$ cat src/rtl/count_sequencer.sv
// count_sequencer
//   Control FSM driving a WIDTH-bit up/down counter with a prescaler. One
//   start request runs the counter from its start value to a target value.
//   The run can be paused, aborted, or reset at any point.
//
//   Ports
//     clk    in   1      rising-edge clock
//     rst    in   1      asynchronous active-high reset
//     start  in   1      begin a run; sampled only in IDLE
//     pause  in   1      level; freezes the run while high
//     abort  in   1      cancels the run; no done pulse
//     dir    in   1      0 = count up 0->limit, 1 = count down limit->0 (captured at start)
//     limit  in   WIDTH  terminal/initial value (captured at start)
//     count  out  WIDTH  current count (registered)
//     busy   out  1      high in RUN or HOLD
//     paused out  1      high in HOLD
//     done   out  1      one-cycle pulse on terminal count (registered)
//
//   Build option: define COUNT_SEQ_AUTORELOAD_EN to select auto-reload.
//   In that mode the run repeats from the start value after each terminal
//   count, and only abort or rst leaves RUN/HOLD.
module count_sequencer #(
  parameter int WIDTH    = 8,
  parameter int PRESCALE = 1
) (
  input  logic             clk,
  input  logic             rst,
  input  logic             start,
  input  logic             pause,
  input  logic             abort,
  input  logic             dir,
  input  logic [WIDTH-1:0] limit,
  output logic [WIDTH-1:0] count,
  output logic             busy,
  output logic             paused,
  output logic             done
);
  localparam int            PW      = $clog2(PRESCALE) + 1;
  localparam logic [PW-1:0] PS_LAST = PW'(PRESCALE - 1);

  typedef enum logic [1:0] {IDLE, RUN, HOLD, DONE} state_e;

  state_e           state_q, state_d;
  logic [WIDTH-1:0] count_q, count_d;
  logic [WIDTH-1:0] lim_q, lim_d;
  logic             dir_q, dir_d;
  logic [PW-1:0]    ps_q, ps_d;
  logic             done_q, done_d;

  logic [WIDTH-1:0] target, step;
  logic             tick;

  assign target = dir_q ? '0 : lim_q;
  assign step   = dir_q ? count_q - WIDTH'(1) : count_q + WIDTH'(1);
  assign tick   = (ps_q == PS_LAST);

`ifdef COUNT_SEQ_AUTORELOAD_EN
  logic [WIDTH-1:0] start_val;
  assign start_val = dir_q ? lim_q : '0;
`endif

  always_comb begin
    state_d = state_q;
    count_d = count_q;
    lim_d   = lim_q;
    dir_d   = dir_q;
    ps_d    = ps_q;
    done_d  = 1'b0;
    case (state_q)
      IDLE: begin
        if (start && !abort) begin
          dir_d   = dir;
          lim_d   = limit;
          count_d = dir ? limit : '0;
          ps_d    = '0;
          // limit == 0 means the start value is already the target.
          if (limit == '0) begin
            done_d = 1'b1;
`ifdef COUNT_SEQ_AUTORELOAD_EN
            state_d = RUN;
`else
            state_d = DONE;
`endif
          end else begin
            state_d = RUN;
          end
        end
      end
      RUN: begin
        if (abort) begin
          state_d = IDLE;
        end else if (pause) begin
          state_d = HOLD;
        end else if (tick) begin
          ps_d = '0;
`ifdef COUNT_SEQ_AUTORELOAD_EN
          // Sitting on the target: this tick restarts the sequence.
          if (count_q == target) begin
            count_d = start_val;
            done_d  = (start_val == target);
          end else begin
            count_d = step;
            done_d  = (step == target);
          end
`else
          count_d = step;
          if (step == target) begin
            done_d  = 1'b1;
            state_d = DONE;
          end
`endif
        end else begin
          ps_d = ps_q + PW'(1);
        end
`ifdef COUNT_SEQ_AUTORELOAD_EN
        // A zero-length run is terminal on every cycle.
        if (!abort && lim_q == '0) done_d = 1'b1;
`endif
      end
      HOLD: begin
        // Resuming only changes state; counting picks up on the next cycle.
        if (abort)       state_d = IDLE;
        else if (!pause) state_d = RUN;
`ifdef COUNT_SEQ_AUTORELOAD_EN
        if (!abort && lim_q == '0) done_d = 1'b1;
`endif
      end
      DONE: state_d = IDLE;
      default: state_d = IDLE;
    endcase
  end

  always_ff @(posedge clk or posedge rst) begin
    if (rst) begin
      state_q <= IDLE;
      count_q <= '0;
      lim_q   <= '0;
      dir_q   <= 1'b0;
      ps_q    <= '0;
      done_q  <= 1'b0;
    end else begin
      state_q <= state_d;
      count_q <= count_d;
      lim_q   <= lim_d;
      dir_q   <= dir_d;
      ps_q    <= ps_d;
      done_q  <= done_d;
    end
  end

  assign count  = count_q;
  assign busy   = (state_q == RUN) || (state_q == HOLD);
  assign paused = (state_q == HOLD);
  assign done   = done_q;
endmodule

$ cat config.mk
export PLATFORM = sky130hd
export DESIGN_NAME = count_sequencer
export DESIGN_NICKNAME = d
export VERILOG_FILES = /design/src/rtl/count_sequencer.sv
export SDC_FILE = /design/constraint.sdc
export NUM_CORES = 1
export LEC_CHECK = 0
export ABC_AREA = 1
export CELL_PAD_IN_SITES_DETAIL_PLACEMENT = 0
export CELL_PAD_IN_SITES_GLOBAL_PLACEMENT = 1
export CORE_MARGIN = 2
export CORE_UTILIZATION = 38
export DETAILED_ROUTE_END_ITERATION = 10
export HOLD_SLACK_MARGIN = 0.06
export MAX_ROUTING_LAYER = met4
export PLACE_DENSITY_LB_ADDON = 0.1
export SYNTH_ARGS = -nofsm -noshare
export SYNTH_HDL_FRONTEND = slang
export SYNTH_SLANG_ARGS = --single-unit
$ cat constraint.sdc
create_clock -name clk -period 2.3 [get_ports clk]
set_clock_uncertainty 0.15 [all_clocks]
set_input_delay 0.345 -clock clk [delete_from_list [all_inputs] [get_ports clk]]
set_output_delay 0.345 -clock clk [all_outputs]
set_load 0.03 [all_outputs]
---- Word level (Yosys, flattened, before mapping) ----
Index checks and enable logic that the tools add are counted.
storage, ports and cells
  register bits after elaboration ......... 21
  bits of input ports ..................... 14
  logic and storage cells ................. 59
  output and inout port bits .............. 11
cells by class
  add/sub/neg operators ................... 3
  equal/unequal tests ..................... 11
  multiplexer cells ....................... 29
  reduce and logical (&&, ||, !) cells .... 10
operator list
  kind                                                                 count
  8-bit two-way mux                                                    7
  2-bit two-way mux                                                    8
  8-bit one-hot mux with 2 select lines                                1
  1-bit two-way mux                                                    10
  8-bit by 1-bit adder with 8-bit output (second input constant)       1
  8-bit == test                                                        1
  8-bit logical NOT                                                    1
  2-bit != test (second input constant)                                4
  4-bit != test (second input constant)                                2
  2-bit one-hot mux with 4 select lines                                1
  4-bit AND reduction                                                  2
  8-bit by 1-bit subtractor with 8-bit output (second input constant)  1
  5-bit AND reduction                                                  1
  2-bit == test (second input constant)                                2
  1-bit one-hot mux with 2 select lines                                2
  3-bit != test (second input constant)                                1
  2-bit by 1-bit == test with 1-bit output (second input constant)     1
  2-bit logical NOT                                                    1
  2-bit AND reduction                                                  1
  2-bit nonzero test                                                   1
  1-bit adder (second input constant)                                  1
  1-bit logical AND                                                    1
  1-bit logical NOT                                                    1
  1-bit logical OR                                                     1

---- Depth between registers and ports, before layout ----
  depth in word-level cells ............... 8
  mapped depth ............................ 15
  mapped depth without buffers ............ 15

---- Worst setup path before layout ----
OpenSTA, ideal clock, no wires.
  kind .................................... register -> register
  start ................................... register count_q[0] (netlist: count[0])
  end ..................................... register state_q[0]
  data arrival time ....................... 1.929 ns
  buffers on the path ..................... 0
  data required time ...................... 2.034 ns
  period minus slack after synthesis ...... 2.196 ns
  library setup time ...................... 0.116 ns
  slack ................................... 0.104 ns
  stages on the path, launching flop included .. 14
  cell sequence ........................... dfrtp_1 > fa_1 > inv_1 > xor2_1 > nor2_1 > nand2_1 > nor2_1 > nand2_1 > nor2_2 > nand2_2 > nand2_2 > nand2_2 > nand2_1 > nand2_1
on the way
  longest elaborated chain between the ends .. 5
  elaborated cells on any way between the ends .. 6
  classes of those cells .................. add/sub (2); eq/ne (2); mux (1); reduce/logical (1)
ends and longest elaborated chain
  element                                                                                                RTL line  source
  from (decl)                                                                                            44        logic [WIDTH-1:0] count_q, count_d;
  from (signal assigned)                                                                                 143       count_q <= count_d;
  8-bit by 1-bit adder with 8-bit output or 8-bit by 1-bit subtractor with 8-bit output (tied branches)  54        assign step = dir_q ? count_q - WIDTH'(1) : count_q + WIDTH'(1);
  8-bit two-way mux (*)                                                                                  54
  8-bit == test (*)                                                                                      107       if (step == target) begin
  4-bit != test (no source line) (*)                                                                     n/a
  4-bit AND reduction (no source line) (*)                                                               n/a
  to (signal assigned)                                                                                   142       state_q <= state_d;
  to (decl)                                                                                              43        state_e state_q, state_d;
Mark *: on every way between the ends. The rest lies on a longest branch, timed or not.
A chain may end at the register's enable or synchronous reset.

---- Worst setup path in the final report ----
  start ................................... register dir_q
  end ..................................... register state_q[0]
on the way
  longest elaborated chain between the ends .. 4
  elaborated cells on any way between the ends .. 5
  classes of those cells .................. eq/ne (2); mux (2); reduce/logical (1)
ends and longest elaborated chain
  element                                      RTL line  source
  from (decl)                                  46        logic dir_q, dir_d;
  from (signal assigned)                       145       dir_q <= dir_d;
  8-bit two-way mux, on equally long branches  54, 53
  8-bit == test (*)                            107
  4-bit != test (no source line) (*)           n/a
  4-bit AND reduction (no source line) (*)     n/a
Marked as above.

==> run_results.csv <==
group,metric,value,unit
timing,fmax,449,MHz
critical_path,worst_path_max_delay_cell,"fa_1",
logic_synthesis,seq_area_frac_synth,32.3,%
critical_path,cpMostUsedCell,"nand2_1",
drt,num_vias,1497,
logic_synthesis,synth_edf_count,0,
critical_path,cp-end-kind,"flop",
place,placed_cell_area,1960,sq um
logic_synthesis,synth_flop_cell,"dfrtp_1",
drt,routed_wl,3910,microns
logic_synthesis,async_flop_share,100,%
floorplanning,chipHeight,67.9,microns
cts,cts_buffers,3,
final_layout,drive_above_1_share,20.9,%
logic_synthesis,ys_warn_count,0,
floorplanning,die_area,4610,sq um
critical_path,r2r_setup_slack,0.08,ns
place,routabilityCongestion,0.799,
global_routing,antenna_found_initial,0,
logic_synthesis,synthCells,219,
floorplanning,num_rows,23,
drt,dr.pass1.iters,4,
worst_hold_path,hold_path.class,"input pin to asynchronous set/reset pin",
drt,drt_iter0_markers,55,
global_routing,grtUsageTotal,19.0,%
final_layout,area_growth,33.9,%
place,port_buffers,24,
timing,worst_pin_slew,0.337,ns
logic_synthesis,synth_common_cells,"nand2_1 (57), inv_1 (29), nand3_1 (27)",
timing,min_period,2.22,ns
place,placed_cells,306,
critical_path,crit-reg2reg-launch,"dir_q$_DFFE_PP0P_",
final_layout,nFillCells,384,
floorplanning,initial_utilization,39.1,%
timing,drv_slew,0,
global_routing,grt_overflow,0,
cts,clock_path_buffers,2,
critical_path,critPathRequiredTime,2.30,ns
floorplanning,core-area,3970,sq um
logic_synthesis,synth_nets,243,
final_layout,fin_area,2080,sq um
critical_path,arrival,2.23,ns
critical_path,cp-startpoint,"dir_q$_DFFE_PP0P_",
cts,clk_latency,0.25,ns
floorplanning,die_w,67.9,microns
final_layout,nets,288,
drt,drc,0,
timing,hold_viol,0,
timing,max-slew-margin-rel,77.3,%
logic_synthesis,syn_area_per_cell,7.08,sq um
cts,clkSlewWorstSetupHoldPaths,0.08,ns
timing,fin_crit_sh,96.7,%
critical_path,r2r_end,"state_q[0]$_DFFE_PP0P_",
floorplanning,boundaryPins,25,
critical_path,worstSetupStartpointType,"flop",
logic_synthesis,ys_ff_latch,20,
logic_synthesis,post-synth-top-area-fraction,32.3,%
critical_path,crit_chain,"fa_1 -> inv_1 -> xor2_1 -> nor2_1 -> nand2_1 -> nor2_1 -> nand2_1 -> nor2_2 -> nand2_2 -> nand2_2 -> nand2_2 -> nand2_1 -> nand2_1",
job,cap_viol_max_count,0,
critical_path,reg2regPathDepth,13,
critical_path,path_class,"flop to flop",
final_layout,register_area,502,sq um
cts,clock_sinks,20,
global_routing,grt_pass1_vias,1347,
drt,postRouteAntennaNets,0,
final_layout,postLayoutCoreUtil,52.3,%
logic_synthesis,yosys-top-cells-area,"dfrtp_1 (32%), nand2_1 (14%), nand3_1 (8.7%)",
critical_path,cp_max_fo,6,
critical_path,max_stage_delay,0.55,ns
timing,setup_viol,0,
cts,cts_tree,"built",
global_routing,grt_pass1_wl,6420,microns
status,outcome,"finished, final reports clean",
final_layout,stdcell_count,313,
logic_synthesis,yosys.cell_types.count,25,
place,hpwl,3000,microns
cts,cts_root_buffer,"clkbuf_8",
critical_path,crit_end,"state_q[0]$_DFFE_PP0P_",
cts,htreeDepth,1,
logic_synthesis,synth.most_common_cell,"nand2_1",
drt,wire_per_inst,12.5,microns
drt,vias_per_cell,4.78,
timing,rsz0062_at_grt,"true",
logic_synthesis,syn_area,1550,sq um
final_layout,diodes,0,
logic_synthesis,synth_top_area_cell,"dfrtp_1",
final_layout,multiInputGateArea,955,sq um
global_routing,grt_max_degree,21,
[flip-flops by register name (all words and copies together), names as in the netlist]
name,count
count,8
state_q,2
dir_q,1
lim_q,8
done,1
[layout by cell type, fill, tap and decap left out, drive strengths merged, types with 2 or more instances in the layout]
cell,Yosys,final
nand3,31,31
a21oi,16,16
o21ai,7,7
inv,33,33
nor4,2,2
nand2,67,67
mux2,5,5
dfrtp,20,20
buf,0,18
clkbuf,2,4
clkdlybuf4s50,0,24
ha,9,9
nor2,16,16
xnor2,2,2
nand3b,2,2
o22ai,3,3
[final cells by class]
class	instances	share of cell area, %
Inverter	33	5.96
Tap cell	50	3.01
Sequential cell	20	24.2
Multi-Input combinational cell	164	46.0
Timing Repair Buffer	42	18.3
Clock buffer	4	2.65
[per-stage QoR]
stage	worst slack [ns]	hold slack, ns	setup TNS, ns
after global routing	-0.108	0.315	-0.195
after floorplan	0.104	0.159	0
after detailed placement	-0.0303	0.343	-0.0524
final	0.0752	0.253	0
after global placement	-0.0281	0.334	-0.0551
after CTS	0.0233	0.264	0
[metal layers]
metal  vias up  GRT usage (%)  part of all wire [%]
li1        795              -                     -
met1       672           27.4                    49
met2        28           29.7                    46
met3         2          0.987                   3.9
met4         0           4.50                  0.49
met5         -              -                     0
[what timing repair did]
item / 4_1_cts / 5_1_grt
pin swaps: 0 / 3
setup endpoints to repair: 2 / 2
gates resized for setup: 1 / 9
hold buffers: 0 / 0
endpoints found under the hold margin: 0 / 0
gates cloned: 0 / 0
setup buffers: 0 / 3
[worst max-delay path: cells and delay by family, from the launching register on]
| family | cells | cell delay [ns] |
|---|---|---|
| adder cells (fa/ha/maj) | 1 | 0.55 |
| buffers and inverters | 1 | 0.07 |
| AND/OR/NAND/NOR | 10 | 0.74 |
| flip-flops | 1 | 0.46 |
| XOR/XNOR | 1 | 0.16 |
[worst min-delay path by stage]
stage                                   to  slack, ns  cells after the start
floorplan             count[0]$_DFFE_PP0P_       0.16                      1
CTS                 state_q[1]$_DFFE_PP0P_       0.26                      3
global placement      lim_q[2]$_DFFE_PP0P_       0.33                      2
finish                lim_q[0]$_DFFE_PP0P_       0.25                      3
global route          lim_q[1]$_DFFE_PP0P_       0.32                      3
detailed placement    lim_q[2]$_DFFE_PP0P_       0.34                      2
[cell families (layout without fill, tap and decap cells)]
kind of cell             count (synthesis)  after routing  share of synthesized area [%]
adder cells (fa/ha/maj)                 10             10                           8.55
flip-flops                              20             20                           32.3
AND/OR/NAND/NOR                        119            119                           36.0
AO/OA/AOI/OAI                           27             27                           9.35
multiplexers                             5              5                           3.63
buffers and inverters                   35             79                           8.47
XOR/XNOR                                 3              3                           1.69
Power is left out: the tool's default activity adds up to more than one toggle a clock period on the data nets, which glitch-free logic cannot reach.
